$ cat src/rtl/ddr_read_arbiter.sv
// Round-robin arbiter sharing one DDR read port among NUM_REQ requesters.
// An in-order ID FIFO steers each returning beat back to the requester that issued it.
module ddr_read_arbiter #(
  parameter int NUM_REQ         = 4,
  parameter int MAX_OUTSTANDING = 4,
  parameter int ADDR_W          = 32,
  parameter int DATA_W          = 32
) (
  input  logic                        clk_i,
  input  logic                        rst_i,
  input  logic [NUM_REQ-1:0]          req_valid_i,
  input  logic [NUM_REQ*ADDR_W-1:0]   req_addr_i,
  output logic [NUM_REQ-1:0]          req_ready_o,
  output logic [NUM_REQ-1:0]          resp_valid_o,
  output logic [DATA_W-1:0]           resp_data_o,
  output logic [ADDR_W-1:0]           ddr_address_o,
  output logic                        ddr_r_en_o,
  input  logic [DATA_W-1:0]           ddr_r_data_i,
  input  logic                        ddr_r_valid_i,
  output logic                        err_o
);

  localparam int ID_W  = (NUM_REQ > 1) ? $clog2(NUM_REQ) : 1;
  localparam int PTR_W = (MAX_OUTSTANDING > 1) ? $clog2(MAX_OUTSTANDING) : 1;
  localparam int CNT_W = $clog2(MAX_OUTSTANDING + 1);

  logic [ID_W-1:0]   rr_ptr_q, rr_ptr_d;
  logic [CNT_W-1:0]  count_q, count_d;
  logic [PTR_W-1:0]  wr_ptr_q, rd_ptr_q;
  logic [ID_W-1:0]   fifo_q [MAX_OUTSTANDING];
  logic [ADDR_W-1:0] ddr_address_q, ddr_address_d;
  logic              ddr_r_en_q;
  logic              err_q;

  logic              found;
  logic [ID_W-1:0]   win_id;
  logic [ADDR_W-1:0] win_addr;
  logic              credit_ok;
  logic              grant;
  logic              pop;

  function automatic logic [PTR_W-1:0] ptr_inc(input logic [PTR_W-1:0] p);
    return (p == PTR_W'(MAX_OUTSTANDING - 1)) ? '0 : p + 1'b1;
  endfunction

  // Search from rr_ptr_q upward (mod NUM_REQ) for the first valid requester.
  always_comb begin
    int idx;
    found    = 1'b0;
    win_id   = '0;
    win_addr = '0;
    for (int k = 0; k < NUM_REQ; k++) begin
      idx = int'(rr_ptr_q) + k;
      if (idx >= NUM_REQ) idx = idx - NUM_REQ;
      if (!found && req_valid_i[idx]) begin
        found    = 1'b1;
        win_id   = ID_W'(idx);
        win_addr = req_addr_i[idx*ADDR_W +: ADDR_W];
      end
    end
  end

  // A pop this cycle does not return its credit until the next cycle.
  assign credit_ok = (count_q < CNT_W'(MAX_OUTSTANDING));
  assign grant     = found && credit_ok && !rst_i;
  assign pop       = ddr_r_valid_i && (count_q != '0) && !rst_i;

  always_comb begin
    req_ready_o = '0;
    if (grant) req_ready_o[win_id] = 1'b1;
    resp_valid_o = '0;
    if (pop) resp_valid_o[fifo_q[rd_ptr_q]] = 1'b1;
  end

  assign resp_data_o = ddr_r_data_i;

  always_comb begin
    rr_ptr_d      = rr_ptr_q;
    ddr_address_d = ddr_address_q;
    count_d       = count_q;
    if (grant) begin
      rr_ptr_d      = (win_id == ID_W'(NUM_REQ - 1)) ? '0 : win_id + 1'b1;
      ddr_address_d = win_addr;
    end
    unique case ({grant, pop})
      2'b10:   count_d = count_q + 1'b1;
      2'b01:   count_d = count_q - 1'b1;
      default: count_d = count_q;
    endcase
  end

  always_ff @(posedge clk_i or posedge rst_i) begin
    if (rst_i) begin
      rr_ptr_q      <= '0;
      count_q       <= '0;
      wr_ptr_q      <= '0;
      rd_ptr_q      <= '0;
      ddr_address_q <= '0;
      ddr_r_en_q    <= 1'b0;
      err_q         <= 1'b0;
    end else begin
      rr_ptr_q      <= rr_ptr_d;
      count_q       <= count_d;
      ddr_address_q <= ddr_address_d;
      ddr_r_en_q    <= grant;
      if (grant) wr_ptr_q <= ptr_inc(wr_ptr_q);
      if (pop)   rd_ptr_q <= ptr_inc(rd_ptr_q);
      if (ddr_r_valid_i && (count_q == '0)) err_q <= 1'b1;
    end
  end

  // ID storage needs no reset: entries are only read after being written.
  always_ff @(posedge clk_i) begin
    if (grant) fifo_q[wr_ptr_q] <= win_id;
  end

  assign ddr_address_o = ddr_address_q;
  assign ddr_r_en_o    = ddr_r_en_q;
  assign err_o         = err_q;

endmodule
$ cat config.mk
export PLATFORM = sky130hd
export DESIGN_NAME = ddr_read_arbiter
export DESIGN_NICKNAME = d
export VERILOG_FILES = /design/src/rtl/ddr_read_arbiter.sv
export SDC_FILE = /design/constraint.sdc
export NUM_CORES = 1
export LEC_CHECK = 0
export ABC_AREA = 1
export CAP_MARGIN = 20
export CORE_ASPECT_RATIO = 0.6
export CORE_MARGIN = 3
export CORE_UTILIZATION = 35
export DETAILED_ROUTE_END_ITERATION = 8
export MAX_ROUTING_LAYER = met4
export PLACE_DENSITY = 0.64
export SYNTH_ARGS = -nofsm -noshare
export SYNTH_HDL_FRONTEND = slang
export SYNTH_SLANG_ARGS = --single-unit
$ cat constraint.sdc
create_clock -name clk_i -period 4.7 [get_ports clk_i]
set_input_delay 0.94 -clock clk_i [delete_from_list [all_inputs] [get_ports clk_i]]
set_output_delay 0.94 -clock clk_i [all_outputs]
set_load 0.1 [all_outputs]
Word level (Yosys, flattened, before mapping):

Memories as Yosys holds them, arrays and structs flattened.
Index checks and enable logic that the tools add are counted.

* flip-flop bits (word level): 43
* memory bits (writable): 8
* bits of input ports: 167
* memories: 1

Memory list
* fifo_q: depth 4, width 2, read ports 1, clocked after memory_dff 0, wr ports 1, RTL line 30 `logic [ID_W-1:0] fifo_q [MAX_OUTSTANDING];`

* add/sub/neg operators: 12
* order comparisons: 13
* eq/ne operators: 5
* shifts and indexed selects: 4
* mux-type cells: 40
* reduce and logical (&&, ||, !) cells: 17

Operators with widths (number)
* $shiftx 128x32->32: 4
* $mux 32: 8
* $lt 32x4->1 const B: 4
* $mux 1: 16
* $mux 2: 7
* $sub 3x3->4 const B: 3
* $logic_and 1x1->1: 10
* $ge 3x3->1 const B: 3
* $bmux 1 s2: 4
* $eq 2x2->1 const B: 4
* $mux 4: 2
* $add 2x1->2 const B: 3
* $add 2x2->3 const B: 2
* $lt 2x3->1 const B: 2
* $pmux 3 s2: 1
* $demux 1 s2: 2
* $ge 2x1->1 const B: 2
* $logic_not 1->1: 4
* $sub 2x3->4 const B: 1
* $add 2x1->3 const B: 1
* $add 3x1->3 const B: 1
* $ge 2x3->1 const B: 1
* $logic_not 3->1: 1
* $lt 3x3->1 const B: 1
* 4 further kinds: 4

Longest topological paths before layout:

* depth after elaboration: 20
* gate-level depth with buffers: 19
* depth with buffers taken out: 15

Least setup slack after synthesis:

Ideal clock, no wire load.

* kind: flip-flop to output port
* start: register rr_ptr_q[0]
* end: output port req_ready_o[2]
* arrival: 3.825 ns
* slack: -0.065 ns
* stages on the path, launching flop included: 19
* path buffers: 4
* path through: dfrtp_1 -> inv_2 -> buf_6 -> buf_2 -> buf_4 -> ha_1 -> buf_2 -> inv_2 -> nand3_1 -> nand2_2 -> nand2_2 -> nor2_8 -> nand2_1 -> nand3_1 -> o21ai_1 -> inv_1 -> ha_1 -> inv_1 -> nor2_1

* longest elaborated chain between the ends: 20

Ends and longest elaborated chain
* start: declaration: RTL line 27 `logic [ID_W-1:0] rr_ptr_q, rr_ptr_d;`
* start signal: assignment: RTL line 102 `rr_ptr_q <= rr_ptr_d;`
* branches (longest 14 deep; another with $sub 3x3->4)
* $mux 2 *: RTL line 55 `if (!found && req_valid_i[idx]) begin`
* via win_id[1]: RTL line 36 `logic [ID_W-1:0] win_id;`
* $lt 2x3->1 (not written as such) / $ge 2x1->1 (equally long branches): RTL line 70 `if (grant) req_ready_o[win_id] = 1'b1;`
* $logic_and 1x1->1 (not written as such): RTL line 70
* $mux 1 (not written as such): RTL line 70
* $demux 1 s2 *: RTL line 70
* $mux 4 *: RTL line 70
* end: declaration: RTL line 13 `output logic [NUM_REQ-1:0] req_ready_o,`

Mark *: on every way through the listed nets, which the timed path passes. The select of a mux whose other input is x is not followed.

Final worst setup path:

* start: input port req_valid_i[3]
* end: output port req_ready_o[3]

* longest elaborated chain between the ends: 18

Ends and longest elaborated chain
* start: declaration: RTL line 11 `input logic [NUM_REQ-1:0] req_valid_i,`
* $bmux 1 s2: RTL line 55
* $mux 1 (not written as such) (2 in series): RTL line 55
* $mux 1: RTL line 55
* $logic_not 1->1: RTL line 55
* $logic_and 1x1->1: RTL line 55
* $mux 1: RTL line 55
* $logic_not 1->1: RTL line 55
* $logic_and 1x1->1: RTL line 55
* (+2 left out)
* $logic_and 1x1->1: RTL line 55
* $mux 2 *: RTL line 55
* via win_id[1]: RTL line 36
* $lt 2x3->1 (not written as such) / $ge 2x1->1 (equally long branches): RTL line 70
* $logic_and 1x1->1 (not written as such): RTL line 70
* $mux 1 (not written as such): RTL line 70
* $demux 1 s2 *: RTL line 70
* $mux 4 *: RTL line 70

The timed path passes the listed nets; every way through them passes the cells marked *. The select of a mux whose other input is x is not followed.

==> impl_metrics.tcl <==
set metrics [dict create \
    finClkSkew_ns 0.00551 \
    syn-num-nets 1577 \
    avgSynthCellArea_um2 5.29 \
    synth_simple_gate_area_frac 0.536 \
    grt_use_met3 0.0436 \
    globalplace.congestion 0.897 \
    slew-limit-headroom 0.286 \
    hold_ws_ns 0.469 \
    avgViaCountPerCell 4.89 \
    critPathRequiredTime_ns 3.76 \
    p_per_area_nw_per_um2 870 \
    stdcell_area_um2 9180 \
    hold_path_class "reg -> reg" \
    setup.worst_path.start_class "primary input" \
    place_area_um2 9020 \
    h-tree-depth 2 \
    ys_types 34 \
    clk_pin_slew_worst_paths_ns 0.08 \
    grt_pass1_wl_mm 41.2 \
    overflow 0 \
    initial_core_util 0.363 \
    hold_violations 0 \
    final_layout_size_suffix_gt1_frac 0.0432 \
    synth_top_family_by_area "simple AND/OR/NAND/NOR gates" \
    yosysWarnings 0 \
    r2r_end "count_q[2]$_DFFE_PP0P_" \
    async_flop_share 0.843 \
    grtUsageMet1 0.350 \
    clock_sinks 51 \
    portBuffers 176 \
    maxCapViolations 0 \
    status "complete, no violations" \
    slowest_stage "clkdlybuf4s50_1" \
    syn_inst 1394 \
    cp-startpoint "req_valid_i[3]" \
    slew_violations 0 \
    globalRoute.busiestLayer "met1" \
    rsz0062_at_grt "no" \
    area_delta_synth_final_pct 24.4 \
    root_buffer "clkbuf_16" \
    clk_latency_ns 0.29 \
    antenna_found_initial 0 \
    clk_path_buf_depth 2 \
    cp-end-kind "output pin" \
    tritoncts "built" \
    power_mw 7.98 \
    worstPathCellList "clkdlybuf4s50_1 > inv_1 > nand2_1 > nand3_2 > nand2_4 > inv_4 > nand3_4 > inv_2 > nand2_1 > nand3_1 > o21ai_1 > inv_1 > ha_1 > inv_1 > nor2_2 > buf_12" \
    synth_edf_count 8 \
    path_buf_inv 7 \
    post_drt_wl_per_cell_um 14.5 \
    synth-seq-area-share 0.179 \
    tightest_slew_ns 1.07 \
    slowest_delay_ns 0.46 \
    reg2reg_slack_ns 0.97 \
    first_iter_violations 746 \
    period_minus_slack_ns 4.40 \
    fin_crit_sh 0.935 \
    pin_count 241 \
    ant_nets 0 \
    endpoint "req_ready_o[3]" \
    dieArea_um2 22900 \
    cp_num_cells 16 \
    setup_violations 0 \
    worstRegToRegCells 15 \
    synthAdderAreaFrac 0.0282 \
    cts-buffers-inserted 5 \
    crit_family "buffers and inverters" \
    cts_resized 0 \
    cts_setup_buffers 0 \
    path_common_cell "inv_1" \
    crit_type "in -> out" \
    num_vias 8587 \
    die_h_um 118 \
    critPathMaxFanout 22 \
    max_freq_mhz 227 \
    nets 1665 \
    track_usage 0.222 \
    arrival_ns 3.46 \
    core_um2 20300 \
    hpwl_mm 19.0 \
    reg2reg_from "rr_ptr_q[0]$_DFFE_PP0P_" \
    die_w_um 193 \
    grt_use_met2 0.295 \
    p_leak_nw 4.84 \
    cts_hold_buffers 0 \
    synth_compound_area_frac 0.0949 \
    fin_tns_setup_ns 0 \
    synth_ff_type "dfrtp_1" \
    synth-xor-area-share 0.00238 \
    grt_max_degree 121 \
    ys_seq_elements 51 \
    wl_mm 25.5 \
    syn-cell-area_um2 7370 \
    muxShareOfSynthArea 0 \
    grt_pass1_vias 7713 \
    ir_worst_vdd_mv 0.525 \
    drc 0 \
    diodes 0 \
    firstDrtPassIters 6 \
    core.rowCount 40 \
]
how the worst min path moves through the flow:
| stage | end | depth (start not counted) | slack, ns | from |
|---|---|---|---|---|
| after global routing | err_o$_DFFE_PP0P_ | 1 | 0.50 | err_o$_DFFE_PP0P_ |
| final | err_o$_DFFE_PP0P_ | 1 | 0.47 | err_o$_DFFE_PP0P_ |
| after global placement | err_o$_DFFE_PP0P_ | 1 | 0.44 | err_o$_DFFE_PP0P_ |
| after detailed placement | err_o$_DFFE_PP0P_ | 1 | 0.46 | err_o$_DFFE_PP0P_ |
| after CTS | err_o$_DFFE_PP0P_ | 1 | 0.48 | err_o$_DFFE_PP0P_ |
| after floorplan | count_q[0]$_DFFE_PP0P_ | 1 | 0.47 | count_q[0]$_DFFE_PP0P_ |
worst register-to-register path: stages, from the launching register on:
cell and delay (ns):
dfrtp_4 0.41, clkinv_2 0.06, ha_1 0.51, inv_2 0.16
buf_4 0.50, nand3_1 0.15, nand2_1 0.14, nand4_2 0.15
nand2_2 0.29, buf_4 0.25, ha_1 0.17, inv_1 0.07
fa_1 0.38, a21oi_1 0.15, o21ai_0 0.11, xnor2_1 0.13
per-stage QoR:
| step | cells | setup slack [ns] | utilization |
|---|---|---|---|
| 2_1_floorplan | 1394 | 0.0172 | - |
| 3_3_place_gp | 1748 | 0.401 | 0.444 |
| 3_5_place_dp | 1748 | 0.340 | 0.444 |
| 4_1_cts | 1756 | 0.339 | 0.452 |
| 5_1_grt | 1756 | 0.0563 | 0.452 |
| 6_report | 1756 | 0.304 | 0.452 |
state kept, by name, indices dropped and copies added, names as in the netlist:
name           count
count_q            3
rd_ptr_q           2
err_o              1
fifo_q             8
rr_ptr_q           2
wr_ptr_q           2
ddr_address_o     32
ddr_r_en_o         1
area by class of cell:
class,count,area (µm²)
multi-input combinational,1089,4890
timing repair buffer,196,1940
tap,273,342
sequential,51,1320
clock buffer,5,125
clock inverter,3,27.5
fill,2159,11100
inverter,139,528
report_power, final:
group	switching, mW	internal, mW
Clock	0.182	0.203
Sequential	0.123	0.673
Combinational	4.83	1.97
Total	5.13	2.85
layout by cell type, fill, tap and decap left out:
cell type / Yosys / layout
nand3_4: 1 / 1
edfxtp_1: 8 / 8
clkinv_2: 0 / 1
clkdlybuf4s50_1: 0 / 168
inv_2: 5 / 5
dfrtp_4: 0 / 1
a32oi_1: 1 / 1
and2_1: 18 / 18
buf_12: 0 / 4
nor2_4: 2 / 3
fa_1: 1 / 1
a21oi_1: 2 / 2
dfrtp_1: 43 / 41
a21boi_1: 8 / 8
a21boi_0: 7 / 7
buf_4: 41 / 24
nand3_1: 140 / 140
inv_8: 0 / 1
o21ai_1: 34 / 34
inv_4: 2 / 2
clkinv_4: 0 / 1
inv_1: 132 / 131
clkinvlp_4: 0 / 1
clkbuf_16: 0 / 5
o21ai_0: 78 / 78
ha_1: 15 / 15
nand3b_1: 18 / 18
nand4_1: 14 / 14
a21o_1: 1 / 1
nor3_1: 1 / 1
nand2_2: 4 / 4
nor2_1: 130 / 126
xnor2_1: 2 / 2
nand2_1: 605 / 605
nor2_8: 1 / 1
nand2_4: 2 / 2
nand3_2: 3 / 3
nor2_2: 0 / 3
nand4_2: 1 / 1
dfrtp_2: 0 / 1
logic make-up (layout without fill, tap and decap cells):
logic type	after synthesis	in the layout
simple gates	940	940
buf+inv	254	343
compound gates	131	131
flops	51	51
fa+ha+maj	16	16
xor+xnor	2	2
per-layer routing:
| metal | vias to the layer above | part of all wire | wire length [µm] |
|---|---|---|---|
| li1 | 4473 | - | - |
| met1 | 3776 | 0.54 | 13700 |
| met2 | 329 | 0.38 | 9690 |
| met3 | 9 | 0.078 | 1990 |
| met4 | 0 | 0.0050 | 128 |
| met5 | - | 0 | 0 |
cells in the mapped netlist (2+ instances only):
| cell | count | area [µm²] |
|---|---|---|
| inv_1 | 132 | 495 |
| nand3_1 | 140 | 701 |
| nand2_2 | 4 | 25.0 |
| buf_4 | 41 | 308 |
| ha_1 | 15 | 188 |
| o21ai_1 | 34 | 170 |
| nand3b_1 | 18 | 135 |
| buf_6 | 4 | 45.0 |
| edfxtp_1 | 8 | 240 |
| clkbuf_1 | 29 | 109 |
| nand4_1 | 14 | 87.6 |
| a21boi_1 | 8 | 60.1 |
| buf_1 | 9 | 33.8 |
| xnor2_1 | 2 | 17.5 |
| inv_4 | 2 | 12.5 |
| o21ai_0 | 78 | 390 |
| nand3_2 | 3 | 30.0 |
| dfrtp_1 | 43 | 1080 |
| nor2_4 | 2 | 22.5 |
| and2_1 | 18 | 113 |
| nor2_1 | 130 | 488 |
| buf_2 | 32 | 160 |
| inv_2 | 5 | 18.8 |
| a21boi_0 | 7 | 52.6 |
| nand2_1 | 605 | 2270 |
| a21oi_1 | 2 | 10.0 |
| nand2_4 | 2 | 22.5 |
Power figures use the tool's default switching activity.
